File: src/rtl/pe_seq_ctrl.sv
// pe_seq_ctrl: sequences the operand beats for one PE output element.
//
// A start in IDLE latches the kernel/channel-group counts and base address,
// then streams cfg_kk*cfg_cg beats to the PE (cg inner, kk outer), waits for
// the accumulated result, and holds it for the consumer until res_ready.
//
// Ports:
//   clk, reset           clock, asynchronous active-low reset
//   start                one-cycle job request (honoured only in IDLE)
//   cfg_kk/cfg_cg/cfg_base  job configuration, latched on an accepted start
//   buf_rdy              operand buffer can supply a beat this cycle
//   pe_in_*              beat issue towards the PE
//   pe_out_valid/data    PE accumulation result
//   res_valid/data/ready result handshake towards the consumer
//   busy, done, err      status: not idle, job-complete pulse, sticky error
module pe_seq_ctrl #(
  parameter int unsigned DATA_WID = 16,
  parameter int unsigned ADDR_B   = 10,
  parameter int unsigned CNT_B    = 8,
  parameter int unsigned PIPE_LAT = 3
) (
  input  logic                clk,
  input  logic                reset,
  input  logic                start,
  input  logic [CNT_B-1:0]    cfg_kk,
  input  logic [CNT_B-1:0]    cfg_cg,
  input  logic [ADDR_B-1:0]   cfg_base,
  input  logic                buf_rdy,
  output logic                pe_in_valid,
  output logic                pe_in_first,
  output logic                pe_in_last,
  output logic [ADDR_B-1:0]   pe_in_addr,
  input  logic                pe_out_valid,
  input  logic [DATA_WID-1:0] pe_out_data,
  output logic                res_valid,
  output logic [DATA_WID-1:0] res_data,
  input  logic                res_ready,
  output logic                busy,
  output logic                done,
  output logic                err
);

  localparam int unsigned IdxW = 2 * CNT_B;
  // Drain timer runs 1..PIPE_LAT+2 counting cycles since the last beat.
  localparam int unsigned LatW = $clog2(PIPE_LAT + 3);

  typedef enum logic [1:0] {StIdle, StIssue, StDrain, StHold} state_e;

  state_e              state_q;
  logic [CNT_B-1:0]    kk_q, cg_q;
  logic [CNT_B-1:0]    kk_cnt_q, cg_cnt_q;
  logic [IdxW-1:0]     beat_idx_q;
  logic [ADDR_B-1:0]   addr_q;
  logic [LatW-1:0]     lat_q;
  logic                res_valid_q;
  logic [DATA_WID-1:0] res_data_q;
  logic                done_q;
  logic                err_q;

  logic beat;
  logic last_beat;
  logic cfg_bad;

  // A beat goes out in the same cycle the buffer offers one, so the issue
  // strobes are the registered state gated by buf_rdy.
  assign beat      = (state_q == StIssue) && buf_rdy;
  assign last_beat = (cg_cnt_q == cg_q - CNT_B'(1)) && (kk_cnt_q == kk_q - CNT_B'(1));
  assign cfg_bad   = (cfg_kk == '0) || (cfg_cg == '0);

  always_ff @(posedge clk or negedge reset) begin
    if (!reset) begin
      state_q     <= StIdle;
      kk_q        <= '0;
      cg_q        <= '0;
      kk_cnt_q    <= '0;
      cg_cnt_q    <= '0;
      beat_idx_q  <= '0;
      addr_q      <= '0;
      lat_q       <= '0;
      res_valid_q <= 1'b0;
      res_data_q  <= '0;
      done_q      <= 1'b0;
      err_q       <= 1'b0;
    end else begin
      done_q <= 1'b0;
      case (state_q)
        StIdle: begin
          if (start) begin
            if (cfg_bad) begin
              // Degenerate job: report and finish without leaving IDLE.
              err_q  <= 1'b1;
              done_q <= 1'b1;
            end else begin
              kk_q       <= cfg_kk;
              cg_q       <= cfg_cg;
              addr_q     <= cfg_base;
              kk_cnt_q   <= '0;
              cg_cnt_q   <= '0;
              beat_idx_q <= '0;
              lat_q      <= '0;
              err_q      <= 1'b0;
              state_q    <= StIssue;
            end
          end
        end
        StIssue: begin
          if (beat) begin
            addr_q     <= addr_q + ADDR_B'(1);
            beat_idx_q <= beat_idx_q + IdxW'(1);
            if (cg_cnt_q == cg_q - CNT_B'(1)) begin
              cg_cnt_q <= '0;
              kk_cnt_q <= kk_cnt_q + CNT_B'(1);
            end else begin
              cg_cnt_q <= cg_cnt_q + CNT_B'(1);
            end
            if (last_beat) begin
              lat_q   <= LatW'(1);
              state_q <= StDrain;
            end
          end
        end
        StDrain: begin
          if (pe_out_valid) begin
            res_data_q  <= pe_out_data;
            res_valid_q <= 1'b1;
            state_q     <= StHold;
          end else if (lat_q == LatW'(PIPE_LAT + 2)) begin
            // PE never answered: hand back a zero result flagged by err.
            err_q       <= 1'b1;
            res_data_q  <= '0;
            res_valid_q <= 1'b1;
            state_q     <= StHold;
          end else begin
            lat_q <= lat_q + LatW'(1);
          end
        end
        StHold: begin
          if (res_ready) begin
            res_valid_q <= 1'b0;
            done_q      <= 1'b1;
            state_q     <= StIdle;
          end
        end
        default: state_q <= StIdle;
      endcase
    end
  end

  assign pe_in_valid = beat;
  assign pe_in_first = beat && (beat_idx_q == '0);
  assign pe_in_last  = beat && last_beat;
  assign pe_in_addr  = addr_q;
  assign res_valid   = res_valid_q;
  assign res_data    = res_data_q;
  assign busy        = (state_q != StIdle);
  assign done        = done_q;
  assign err         = err_q;

endmodule

File: config.mk
export PLATFORM = sky130hd
export DESIGN_NAME = pe_seq_ctrl
export DESIGN_NICKNAME = d
export VERILOG_FILES = /design/src/rtl/pe_seq_ctrl.sv
export SDC_FILE = /design/constraint.sdc
export NUM_CORES = 1
export LEC_CHECK = 0
export ABC_AREA = 1
export CAP_MARGIN = 20
export CORE_MARGIN = 2
export CORE_UTILIZATION = 55
export CTS_BUF_LIST = sky130_fd_sc_hd__clkbuf_2 sky130_fd_sc_hd__clkbuf_4 sky130_fd_sc_hd__clkbuf_8
export DETAILED_ROUTE_END_ITERATION = 7
export PLACE_DENSITY = 0.89
export SYNTH_ARGS = -nofsm -noshare
export SYNTH_HDL_FRONTEND = slang
export SYNTH_SLANG_ARGS = --single-unit
export TNS_END_PERCENT = 1
File: constraint.sdc
create_clock -name clk -period 4.4 [get_ports clk]
set_input_delay 1.1 -clock clk [delete_from_list [all_inputs] [get_ports clk]]
set_output_delay 1.1 -clock clk [all_outputs]
set_load 0.01 [all_outputs]
==> impl_results.md, run 1 <==
* Outcome: complete, no violations
* Synthesis-to-layout area growth at 24.5%
* CTS buffer count at 9
* Vias at ~4500
* Vias in the first global route at 4628
* Area occupied by multi-input gates at 2430 sq um
* Final Power at 3.62 mW
* Mapped Cells at about 600
* Leakage at ~2.7 nW
* Clk_skew at 0.00923 ns
* Critical Path End Type: output pin
* Initial DRT Pass Iterations at 8
* CORE AREA at ~8600 sq um
* CP Class: register to output pin
* Flop-to-flop setup slack at between 2 and 2.5 ns
* Antenna-violating nets left at 0
* DR iter-0 viols at between 300 and 400
* GRT Resource Usage Total at 0.262
* Final Hold Violating Endpoints at 0
* Largest net degree at the start of global routing at 83
* Post-synthesis cell type count at 37
* PortBufs at 80
* Cell Area, Synth at roughly 4800 sq um
* CTS resizes at 0
* Grt total ovfl at 0
* CTS tree: built
* Routed wire length at about 12000 um
* CTS root buf: clkbuf_8
* Hold Path Class: register to register
* DIE AREA at about 9500 sq um
* Clock Path Buffers at 2
* Area post-placement at roughly 5700 sq um
* Die height at approximately 97 um
* Worst-Skew Late Latency at 0.37 ns
* First-pass GRT wire length at roughly 21000 um
* Worst Setup Start Kind: register
* Flops & latches, synth at 82
* Post-Place Setup Slack at 0.596 ns
* Ys async rst share at 1.00
* Nets at 740
* Register area share after synthesis at 0.428
* Highest Signal Layer: met4
* Routed met3 length at a little under 800 um
* # rows at 34
* Storage cell area at roughly 2000 sq um
* H-tree levels at 3
* Initial Util at 0.559
* CP required at between 3 and 4 ns
* Crit path time final at just under 4 ns
* Top_reg_cell synth: dfrtp_1
* # hold bufs at CTS at 0
* RSZ-0062 raised after global routing: no
* Mean Syn Cell Area at between 8 and 9 sq um
* Mean routed wirelength per cell at 14.9 um
* Top-Level Pins at between 80 and 90
* Slew Limit Fails at 0
* Final Instance Area at ~6000 sq um
* Vias per Instance at about 5.7
* Max_cap viols at 0
* Post-synth EDFFs at 0
* DRC at 0
* Tcrit/Tclk final at 0.901
* Syn nets at 660
* Relative slew slack at 0.635
* WHS at ~0.51 ns
* M1 WL at 4740 um
* Share of post-route cells with drive strength above 1 at 0.0673
* Yosys warning count at 0
* Setup WS post-layout at 0.437 ns
* Worst Path Max Fanout at 9
* Slew @ Worst Pin at between 0.5 and 0.6 ns
* Met2 WL at approximately 6000 um
* Diode count at 0
* TritonCTS Sinks at approximately 80
* Clk slew on worst S/H paths at 0.09 ns
* Post-CTS setup buffer count at 0
* PD cells at between 600 and 700 nW/um^2
* Peak supply drop at between 400 and 500 uV
* Fmax at 252 MHz
* Final setup TNS at 0 ns
* Die Wd at between 90 and 100 um
* Layout fillers at roughly 630
* Post-DP HPWL at 8410 um
* Setup Viol. Count Final at 0
* Routability cong. at 0.873
* Arrival @ worst endpoint at 2.86 ns
* Initial antenna violation count at 0
==> worst paths after layout <==
check / startpoint / to / cells after the start
max reg2reg: cg_q[0]$_DFFE_PN0P_ / kk_cnt_q[0]$_DFFE_PN0P_ / 10
max: cg_q[0]$_DFFE_PN0P_ / pe_in_last / 10
min reg2reg: res_data[14]$_DFFE_PN0P_ / res_data[14]$_DFFE_PN0P_ / 1
min: res_data[14]$_DFFE_PN0P_ / res_data[14]$_DFFE_PN0P_ / 1
max in group asynchronous: reset / pe_in_addr[7]$_DFFE_PN0P_ / 2
min in group asynchronous: reset / kk_q[4]$_DFFE_PN0P_ / 1
==> where the power goes <==
part,switching [mW],internal (mW)
combinational,1.02,0.752
clock,0.289,0.353
sequential,0.213,0.987
total,1.52,2.09
==> state kept, by name, summed over array words and instances, names as in the netlist <==
register    cells
res_valid       1
res_data       16
kk_q            8
state_q         2
done            1
pe_in_addr     10
beat_idx_q     16
lat_q           3
err             1
cg_cnt_q        8
kk_cnt_q        8
cg_q            8
==> cell families after synthesis <==
kind of cell / count (synthesis) / synth area share
simple gates: 297 / 0.279
buf+inv: 80 / 0.0665
compound gates: 84 / 0.110
mux: 5 / 0.0117
xor+xnor: 38 / 0.0709
fa+ha+maj: 13 / 0.0339
flops: 82 / 0.428
==> synth_stat cells, types with 2 or more instances <==
master | n | share of area
a21oi_1 | 13 | 0.014
a22o_1 | 16 | 0.029
a22oi_1 | 4 | 0.0063
buf_1 | 2 | 0.0016
buf_2 | 5 | 0.0052
clkbuf_1 | 9 | 0.0070
dfrtp_1 | 82 | 0.43
ha_1 | 13 | 0.034
inv_1 | 61 | 0.048
mux2_2 | 5 | 0.012
nand2_1 | 133 | 0.10
nand2_2 | 6 | 0.0078
nand3_1 | 47 | 0.049
nand3b_1 | 2 | 0.0031
nand4_1 | 18 | 0.023
nor2_1 | 61 | 0.048
nor2_4 | 4 | 0.0094
nor3_1 | 10 | 0.010
nor4_1 | 10 | 0.013
o211ai_1 | 2 | 0.0031
o21ai_0 | 31 | 0.032
o21ai_1 | 4 | 0.0042
o22ai_1 | 2 | 0.0026
o31ai_1 | 10 | 0.016
or2_2 | 2 | 0.0026
xnor2_1 | 11 | 0.020
xor2_1 | 26 | 0.047
==> layer usage <==
metal / vias to the layer above / track usage
li1: 2145 / -
met1: 2145 / 0.323
met2: 178 / 0.449
met3: 26 / 0.0597
met4: 0 / 0.0962
met5: - / 0
==> area by class of cell <==
type	instances	area share
Clock buffer	11	0.0253
Clock inverter	5	0.0142
Inverter	62	0.0389
Multi-Input combinational cell	437	0.406
Sequential cell	82	0.343
Tap cell	108	0.0226
Timing Repair Buffer	87	0.149
==> through the flow <==
step | std cells | util
after floorplan | 599 | -
after global placement | 774 | 0.661
after detailed placement | 774 | 0.661
after CTS | 790 | 0.689
after global routing | 792 | 0.695
final | 792 | 0.695
==> cell usage in the layout (no fill, tap or decap), drive strengths merged, types with 4 or more instances in the layout <==
cell	count
nor4	10
mux2	5
xor2	27
nand4	18
a22oi	4
a21oi	13
dfrtp	82
a22o	16
o31ai	10
nor3	10
clkdlybuf4s50	79
ha	13
buf	8
clkbuf	11
inv	62
nand3	49
nand2	139
nor2	66
o21ai	36
xnor2	11
==> worst max-delay path: stages, from the launching register on <==
cell and delay (ns):
dfrtp_1 0.38, inv_1 0.18, ha_1 0.28, xor2_1 0.15, o21ai_0 0.13, nor2_1 0.15, nand3_1 0.15, nor2_4 0.30
nand2_2 0.11, nor2_1 0.09, clkdlybuf4s50_1 0.58
Power figures use the tool's default switching activity.
==> inputs of run 2 (changes only) <==
--- a/config.mk
+++ b/config.mk
@@ -12,7 +12,7 @@
 export CTS_BUF_LIST = sky130_fd_sc_hd__clkbuf_2 sky130_fd_sc_hd__clkbuf_4 sky130_fd_sc_hd__clkbuf_8
 export DETAILED_ROUTE_END_ITERATION = 7
 export PLACE_DENSITY = 0.89
+export REMOVE_ABC_BUFFERS = 1
 export SYNTH_ARGS = -nofsm -noshare
 export SYNTH_HDL_FRONTEND = slang
 export SYNTH_SLANG_ARGS = --single-unit
-export TNS_END_PERCENT = 1
==> run 2 against run 1 <==
  * Flip-flop and latch count stayed put
  * Wire length fell by 3.5%
  * Combinational power is essentially flat
  * Register-to-register slack better by 0.02 ns
  * Setup slack gained 0.090 ns
  * Design area grew 0.19%
  * Critical path type unchanged
==> impl_results.md, run 2 (synthesized netlist as in run 1, its figures left out) <==
* Outcome: complete, no violations
* Mean routed wirelength per cell at 14.4 um (-3.5%)
* CTS tree: built
* Crit path time final at 3.87 ns (-0.0904 ns)
* Final Hold Violating Endpoints at 0 (unchanged)
* Initial antenna violation count at 0 (unchanged)
* # rows at 34 (unchanged)
* CP Class: register to output pin
* Leakage at 2.70 nW (+0.16%)
* Post-CTS setup buffer count at 0 (unchanged)
* Hold Path Sink: res_data[3]$_DFFE_PN0P_
* # hold bufs at CTS at 0 (unchanged)
* Clock Path Buffers at 2 (unchanged)
* Slew @ Worst Pin at 0.521 ns (-0.0228 ns)
* Slew Limit Fails at 0 (unchanged)
* Worst Setup Start Kind: register
* Worst Hold Depth at 1 (unchanged)
* FF-to-FF Start: state_q[1]$_DFFE_PN0P_
* Die Wd at 97.4 um (unchanged)
* Routed wire length at 11400 um (-3.5%)
* Flop-to-flop setup slack at 2.09 ns (+0.02 ns)
* Final Power at 3.63 mW (+0.34%)
* PD cells at 606 nW/um^2 (+0.16%)
* RSZ-0062 raised after global routing: no
* H-tree levels at 3 (unchanged)
* RR Endpoint: kk_cnt_q[3]$_DFFE_PN0P_
* Synthesis-to-layout area growth at 24.7%
* Initial Util at 0.559 (unchanged)
* Finished Core Util at 0.697 (+0.00131)
* DRC at 0 (unchanged)
* Final setup TNS at 0 ns (unchanged)
* Layout fillers at 654 (+3.3%)
* Worst Path Max Fanout at 9 (unchanged)
* TritonCTS Sinks at 82 (unchanged)
* WHS at 0.508 ns (-0.00122 ns)
* DR iter-0 viols at 276 (-19%)
* PortBufs at 80 (unchanged)
* Most common cell after layout, fill and taps aside: nand2_1
* Clk slew on worst S/H paths at 0.09 ns (about the same)
* Clk_skew at 0.00600 ns (-0.00323 ns)
* Vias in the first global route at 4448 (-3.9%)
* Diode count at 0 (unchanged)
* Routability cong. at 0.974 (+12%)
* Tcrit/Tclk final at 0.880 (-0.0206)
* Worst-Skew Late Latency at 0.36 ns (about the same)
* DIE AREA at 9490 sq um (unchanged)
* Relative slew slack at 0.650 (+0.0153)
* Arrival @ worst endpoint at 2.77 ns (-0.09 ns)
* CTS root buf: clkbuf_8
* Setup WS post-layout at 0.527 ns (+0.0904 ns)
* Peak supply drop at 368 uV (-15%)
* Initial DRT Pass Iterations at 5 (-3)
* Commonest non-fill, non-tap cells in the layout: 133 x nand2_1, 82 x dfrtp_1, 79 x clkdlybuf4s50_1
* First-pass GRT wire length at 19500 um (-5.1%)
* Grt total ovfl at 0 (unchanged)
* Fmax at 258 MHz (+2.3%)
* GRT Resource Usage Total at 0.244 (-0.0180)
* Critical Path End Type: output pin
* Hold Path Class: register to register
* Vias at 4403 (-2.0%)
* Reg2Reg Depth at 11 (+1)
* Largest net degree at the start of global routing at 83 (unchanged)
* Vias per Instance at 5.56 (-2.0%)
* CTS buffer count at 9 (unchanged)
* CORE AREA at 8590 sq um (unchanged)
* Post-DP HPWL at 7960 um (-5.3%)
* Die height at 97.4 um (unchanged)
* Post-Place Setup Slack at 0.584 ns (-0.0118 ns)
* CP required at 3.30 ns (about the same)
* Top-Level Pins at 81 (unchanged)
* Share of post-route cells with drive strength above 1 at 0.0673 (unchanged)
* Setup Viol. Count Final at 0 (unchanged)
* Max_cap viols at 0 (unchanged)
* CTS resizes at 0 (unchanged)
* Antenna-violating nets left at 0 (unchanged)
* HP Start: res_data[3]$_DFFE_PN0P_
* Nets at 740 (unchanged)
## run 2: changes by cell type in the layout (fill, tap and decap cells not counted), sizes merged
cell / previous run / this run
clkbuf: 11 / 9
bufinv: 2 / 3
inv: 62 / 63
## run 2: layer usage
metal,vias to the layer above,routed length [um],global-route usage
li1,2153,-,-
met1,2066,4910,0.310
met2,166,5660,0.422
met3,18,709,0.0612
met4,0,114,0.0534
met5,-,0,0
## run 2: worst max-delay path by stage
stage	start	endpoint	slack, ns	depth (start not counted)
after global placement	buf_rdy	pe_in_first	0.53	6
after CTS	cg_q[0]$_DFFE_PN0P_	pe_in_last	0.52	10
final	cg_q[0]$_DFFE_PN0P_	pe_in_last	0.53	10
after global routing	cg_q[0]$_DFFE_PN0P_	pe_in_last	0.29	10
after floorplan	state_q[1]$_DFFE_PN0P_	cg_cnt_q[3]$_DFFE_PN0P_	1.32	9
after detailed placement	buf_rdy	pe_in_first	0.58	6
## run 2: worst max-delay path, cell delays in order (launching register included)
cell	delay [ns]
dfrtp_1	0.38
inv_1	0.17
ha_1	0.27
xor2_1	0.15
o21ai_0	0.13
nor2_1	0.13
nand3_1	0.12
nor2_4	0.30
nand2_2	0.11
nor2_1	0.09
clkdlybuf4s50_1	0.57
## run 2: final cells by class
| class | count | area [sq um] | share of cell area |
|---|---|---|---|
| multi-input combinational | 437 | 2430 | 0.406 |
| sequential | 82 | 2050 | 0.343 |
| timing repair buffer | 87 | 891 | 0.149 |
| inverter | 62 | 233 | 0.0389 |
| tap | 108 | 135 | 0.0226 |
| clock buffer | 9 | 124 | 0.0207 |
| clock inverter | 7 | 124 | 0.0207 |
## run 2: through the flow
stage / area (sq um) / std cells
floorplan: 4710 / 581
global placement: 5680 / 774
detailed placement: 5680 / 774
CTS: 5930 / 790
global route: 5990 / 792
finish: 5990 / 792
## run 2: power breakdown
group | internal [mW] | total, mW | switching [mW]
clock network | 0.382 | 0.678 | 0.296
logic | 0.753 | 1.76 | 1.00
registers | 0.987 | 1.19 | 0.207
total | 2.12 | 3.63 | 1.51
